===== config.mk =====
export PLATFORM = sky130hd
export DESIGN_NAME = dvi_timing_gen
export DESIGN_NICKNAME = d
export VERILOG_FILES = /design/src/rtl/dvi_timing_gen.sv
export SDC_FILE = /design/constraint.sdc
export NUM_CORES = 1
export LEC_CHECK = 0
export CORE_ASPECT_RATIO = 1.2
export CORE_MARGIN = 2
export CORE_UTILIZATION = 50
export CTS_CLUSTER_SIZE = 24
export DETAILED_ROUTE_END_ITERATION = 7
export MAX_ROUTING_LAYER = met4
export PLACE_DENSITY = 0.87
export SETUP_SLACK_MARGIN = 0.1
export SLEW_MARGIN = 20
export SYNTH_ARGS = -nofsm -noshare
export SYNTH_HDL_FRONTEND = slang
export SYNTH_SLANG_ARGS = --single-unit

===== constraint.sdc =====
create_clock -name Clock -period 4.6 [get_ports Clock]
set_input_delay 1.38 -clock Clock [delete_from_list [all_inputs] [get_ports Clock]]
set_output_delay 1.38 -clock Clock [all_outputs]
set_load 0.05 [all_outputs]

===== src/rtl/dvi_timing_gen.sv =====
// SVGA raster timing generator and pixel sink: free-running H/V counters, registered DVI outputs.
// Define DVI_UNDERFLOW_CNT_EN to add the per-frame saturating UnderflowCount output.
module dvi_timing_gen #(
  parameter int unsigned H_ACTIVE = 800,
  parameter int unsigned H_FP     = 40,
  parameter int unsigned H_SYNC   = 128,
  parameter int unsigned H_BP     = 88,
  parameter int unsigned V_ACTIVE = 600,
  parameter int unsigned V_FP     = 1,
  parameter int unsigned V_SYNC   = 4,
  parameter int unsigned V_BP     = 23,
  parameter logic        SYNC_POL = 1'b1
) (
  input  logic        Clock,
  input  logic        Reset,
  input  logic        VideoValid,
  input  logic [23:0] Video,
  output logic        VideoReady,
  output logic [23:0] DviData,
  output logic        DviDE,
  output logic        DviHSync,
  output logic        DviVSync,
  output logic        FrameStart,
  output logic        Underflow
`ifdef DVI_UNDERFLOW_CNT_EN
  ,
  output logic [15:0] UnderflowCount
`endif
);

  localparam int unsigned H_TOTAL = H_ACTIVE + H_FP + H_SYNC + H_BP;
  localparam int unsigned V_TOTAL = V_ACTIVE + V_FP + V_SYNC + V_BP;
  localparam int          HW      = $clog2(H_TOTAL);
  localparam int          VW      = $clog2(V_TOTAL);

  localparam logic [HW-1:0] HLast = HW'(H_TOTAL - 1);
  localparam logic [VW-1:0] VLast = VW'(V_TOTAL - 1);

  localparam int unsigned HSyncStart = H_ACTIVE + H_FP;
  localparam int unsigned HSyncEnd   = H_ACTIVE + H_FP + H_SYNC;
  localparam int unsigned VSyncStart = V_ACTIVE + V_FP;
  localparam int unsigned VSyncEnd   = V_ACTIVE + V_FP + V_SYNC;

  localparam logic SyncIdle = ~SYNC_POL;

  logic          runQ;
  logic [HW-1:0] hCntQ, hCntD;
  logic [VW-1:0] vCntQ, vCntD;

  logic active;
  logic hSyncDec;
  logic vSyncDec;
  logic firstPix;
  logic starved;

  // Counters hold at the origin until run is set, so the first visible pixel is always (0,0).
  always_comb begin
    hCntD = hCntQ;
    vCntD = vCntQ;
    if (runQ) begin
      if (hCntQ == HLast) begin
        hCntD = '0;
        vCntD = (vCntQ == VLast) ? '0 : vCntQ + 1'b1;
      end else begin
        hCntD = hCntQ + 1'b1;
      end
    end
  end

  always_comb begin
    active   = runQ && (32'(hCntQ) < H_ACTIVE) && (32'(vCntQ) < V_ACTIVE);
    hSyncDec = runQ && (32'(hCntQ) >= HSyncStart) && (32'(hCntQ) < HSyncEnd);
    vSyncDec = runQ && (32'(vCntQ) >= VSyncStart) && (32'(vCntQ) < VSyncEnd);
    firstPix = active && (hCntQ == '0) && (vCntQ == '0);
    starved  = active && !VideoValid;
  end

  assign VideoReady = active;

  always_ff @(posedge Clock or negedge Reset) begin
    if (!Reset) begin
      runQ  <= 1'b0;
      hCntQ <= '0;
      vCntQ <= '0;
    end else begin
      runQ  <= 1'b1;
      hCntQ <= hCntD;
      vCntQ <= vCntD;
    end
  end

  // All outputs share one register stage so sync, DE and data stay aligned.
  always_ff @(posedge Clock or negedge Reset) begin
    if (!Reset) begin
      DviData    <= '0;
      DviDE      <= 1'b0;
      DviHSync   <= SyncIdle;
      DviVSync   <= SyncIdle;
      FrameStart <= 1'b0;
      Underflow  <= 1'b0;
    end else begin
      DviData    <= (active && VideoValid) ? Video : 24'h000000;
      DviDE      <= active;
      DviHSync   <= hSyncDec ? SYNC_POL : SyncIdle;
      DviVSync   <= vSyncDec ? SYNC_POL : SyncIdle;
      FrameStart <= firstPix;
      Underflow  <= starved;
    end
  end

`ifdef DVI_UNDERFLOW_CNT_EN
  logic [15:0] uCntQ;

  // Restarts on the frame's first pixel, counting that pixel if it was itself starved.
  always_ff @(posedge Clock or negedge Reset) begin
    if (!Reset) begin
      uCntQ <= '0;
    end else if (firstPix) begin
      uCntQ <= {15'b0, starved};
    end else if (starved && (uCntQ != 16'hFFFF)) begin
      uCntQ <= uCntQ + 16'd1;
    end
  end

  assign UnderflowCount = uCntQ;
`endif

endmodule

Word level (Yosys, flattened, before mapping)
Index checks and enable logic that the tools add are counted.

cells by class
  $add $sub $neg = 2
  $lt $le $gt $ge = 6
  equality and inequality tests = 2
  mux-type cells = 5
  reduce and logical (&&, ||, !) cells = 14

operators by type and width
  kind                     count
  $mux W24                 1
  $lt A11 B10 Y1 const B   2
  $lt A10 B10 Y1 const B   2
  $add A11 B1 Y11 const B  1
  $eq A11 B11 Y1 const B   1
  $ge A11 B10 Y1 const B   1
  $logic_not A11 Y1        1
  $mux W11                 1
  $add A10 B1 Y10 const B  1
  $eq A10 B10 Y1 const B   1
  $ge A10 B10 Y1 const B   1
  $logic_and A1 B1 Y1      10
  $logic_not A10 Y1        1
  $mux W10                 1
  $mux W1                  2
  $reduce_and A2 Y1        1
  $logic_not A1 Y1         1

word-level totals
  register bits = 51
  output and inout bits = 30
  logic and storage cells = 38

Longest topological paths before layout
  word-level depth = 5
  mapped depth = 6
  depth with buffers taken out = 5

Worst setup path after synthesis
No wires, ideal clock.

  path kind = register to output
  from = register hCntQ[7]
  to = output port VideoReady
  data arrival time = 1.313 ns
  required time = 3.220 ns
  slack = 1.907 ns
  cell stages (with the launch flop) = 5
  cells stage by stage = dfrtp_1 -> nor3_4 -> o21bai_1 -> a21o_1 -> inv_1

between the ends
  word-level cells in the longest chain between the ends = 3

RTL lines
  element                            RTL line  text
  start, declared                    47        logic [HW-1:0] hCntQ, hCntD;
  start signal, assigned             87        hCntQ <= hCntD;
  $lt A11 B10 Y1                     71        active = runQ && (32'(hCntQ) < H_ACTIVE) && (32'(vCntQ) < V_ACTIVE);
  $logic_and A1 B1 Y1 (2 in series)  71
  end, declared                      18        output logic VideoReady,

No other way between the ends.

Final worst setup path
Ends and elaborated chain as after synthesis.

==> run metrics <==
status=completed; core outline area=4260 µm²; fin crit period=3720 ps; fin crit share=0.808; largest stage delay on the critical path=800 ps; Worst Tran Pin Value=710 ps; count of final setup violators=0; Reg power frac=0.544; 1st-pass router iterations=4; Post-Syn Instances=199; Slew headroom=0.525; power per cell area=326 nW/µm²; CTS tree=built; hold bufs inserted after CTS=0; initial core utilization=0.521; GR Overflow Total=0; Clk pwr share=0.284; Longest Clk Path Bufs=2; ANT cells=0; setup bufs post-CTS=0; CTS clk-pin slew, worst paths=90 ps; Peak VDD IR=230 µV; Cells after DPL=306; post-layout util=0.687; critical path data arrival time=2340 ps; Nets=290; DP Area=2820 µm²; R2R Setup Slk=2650 ps; first-pass GRT wire length=7530 µm; Design Area, Final=2930 µm²; yosys warns=0; Crit-path slowest cell=clkdlybuf4s50_1; DR top layer=met4; Final Hold Viols=0; Worst-Skew Late Latency=310 ps; dpl ws=1270 ps; largest reg by FF count=DviData; Synth-to-Final Area Change=32.0%; vias=1,635; Max Cap Viol=0; crit-path cells=nor3_4, o21bai_1, a21o_1, inv_1, clkdlybuf4s50_1; GR Util All Layers=0.204; DIE WIDTH=64.8 µm; Fillers=301; CP top delay family=buffers and inverters; Avg Vias per Cell=5.21; DR DRC count=0; routed wire length=4410 µm; critical path required time=3220 ps; Max FO, Critical Path=5; largest net degree at the start of global routing=52; antenna violations before repair=0; Switching Fraction=0.292; RSZ-0062 raised after global routing=no; Largest register FFs=24; Met3 Routed Length=228 µm; CP Capture Type=primary output; Non-Filler Instances=314; Crit Path Class=reg -> out; # port buffers=56; Post-synth ARST share=1.00; CTS Root Cell=clkbuf_8; die area=4990 µm²; RD Place Congestion=0.813; Leakage Power=0.00127 µW; Distinct cells, synth=40; Buf/Inv on CP=2; DR iter-0 viols=75; register area share after synthesis=0.575; Post-synth EDFFs=0; Syn Area/Cell=11.1 µm²; area of the mapped netlist=2220 µm²; Switch Pwr=279 µW; clk sinks=51; Mapped Nets=232; post-DR wirelength/cell=14.0 µm; DP Wirelength=3130 µm; WL met1=1800 µm; chip height=77.0 µm; hold crit path type=reg -> reg; max-slew violations=0; Gate power share=0.172; setup ws final=884 ps; CTS resizes=0; num rows=26; clock skew=4.72 ps; Pint=676 µW; top_reg_cell synth=dfrtp_1; H-tree lvl count=2; routed length on met2=2280 µm; I/O pin cnt=57; CP startpoint kind=flop; Post-Route Setup TNS=0 ps; post-route ant nets=0; FF+latch count, synth=51; fmax=269 MHz; CTS buffer count=5; share of layout cells above drive strength 1=0.0814; top flop regs=DviData: 24 flops, hCntQ: 11 flops, vCntQ: 10 flops; number of global-route vias before repair=1,680
[worst reg2reg max path: stages, from the launching register on]
cell and delay [ps]:
dfrtp_1 390, ha_1 210, and3_2 250, nand4_2 310, nor3_1 330, mux2_2 360
[cell families (layout without fill, tap and decap cells)]
group	count (synthesis)	in the layout	share of synthesized area
adders and majority gates	6	6	0.0338
buffers and inverters	17	76	0.0321
other	1	1	0.00169
muxes	1	1	0.00508
AOI/OAI and AO/OA	28	28	0.0756
DFF	51	51	0.575
and+or+nand+nor	86	86	0.241
xor gates and xnor gates	9	9	0.0355
[power by group through the flow]
stage / logic [µW] / registers (µW) / clock network, µW
after floorplan: 73.8 / 546 / 0
after global placement: 162 / 524 / 0
after detailed placement: 166 / 528 / 0
after CTS: 166 / 519 / 278
after global routing: 179 / 526 / 296
final: 164 / 519 / 272
[placed cells by master, fill, tap and decap left out, drive strengths merged, types with 2 or more instances in the layout]
cell type      Yosys  layout
a211oi             2       2
dfrtp             51      51
nor2b              2       2
nand2             10      10
or4                2       2
nor2               8       8
xor2               2       2
clkdlybuf4s50      0      55
nor3               4       4
buf                3       2
nor4b              2       2
and2              26      26
xnor2              7       7
ha                 6       6
and3               6       6
nand4              7       7
clkbuf             3       6
o21ai             11      11
and4               2       2
a21oi              8       8
inv               11      11
o31ai              4       4
or3                2       2
nand3              9       9
[through the flow]
step | hold slack (ps) | total power (µW)
global route | 590 | 1000
detailed placement | 534 | 693
finish | 564 | 955
floorplan | 480 | 620
CTS | 567 | 963
global placement | 501 | 686
[Yosys cell counts, types with 2 or more instances]
cell type	n	area, µm²
a21oi_1	8	40.0
and2_1	26	163
and3_1	4	25.0
and3_2	2	15.0
and4_1	2	17.5
buf_2	3	15.0
clkbuf_2	3	15.0
dfrtp_1	51	1280
ha_1	6	75.1
inv_1	11	41.3
nand2_1	10	37.5
nand3_1	8	40.0
nand4_1	5	31.3
nand4_2	2	25.0
nor2_1	8	30.0
nor2b_1	2	12.5
nor3_1	3	15.0
nor4b_1	2	17.5
o21ai_0	11	55.1
o31ai_1	4	30.0
or3_1	2	12.5
xnor2_1	7	61.3
xor2_1	2	17.5
[area by class of cell]
class                      instances  area, µm²  area share
inverter                          11       41.3      0.0141
timing repair buffer              57        563       0.192
sequential                        51       1280       0.436
multi-input combinational        131        878       0.300
clock inverter                     2       16.3     0.00556
clock buffer                       6       82.6      0.0282
tap                               56       70.1      0.0239
[final timing paths]
path                          start         end  cells after the start
max                        hCntQ[7]  VideoReady                      5
max reg2reg                hCntQ[0]    vCntQ[7]                      5
min in group asynchronous     Reset    vCntQ[1]                      2
min reg2reg                hCntQ[2]    hCntQ[2]                      1
min                        hCntQ[2]    hCntQ[2]                      1
max in group asynchronous     Reset    hCntQ[6]                      2
[layer usage]
metal,vias to the layer above,global-route usage
li1,789,-
met1,789,0.227
met2,50,0.332
met3,7,0.0616
met4,0,0.0979
met5,-,-
(Power assumes the default switching activity.)
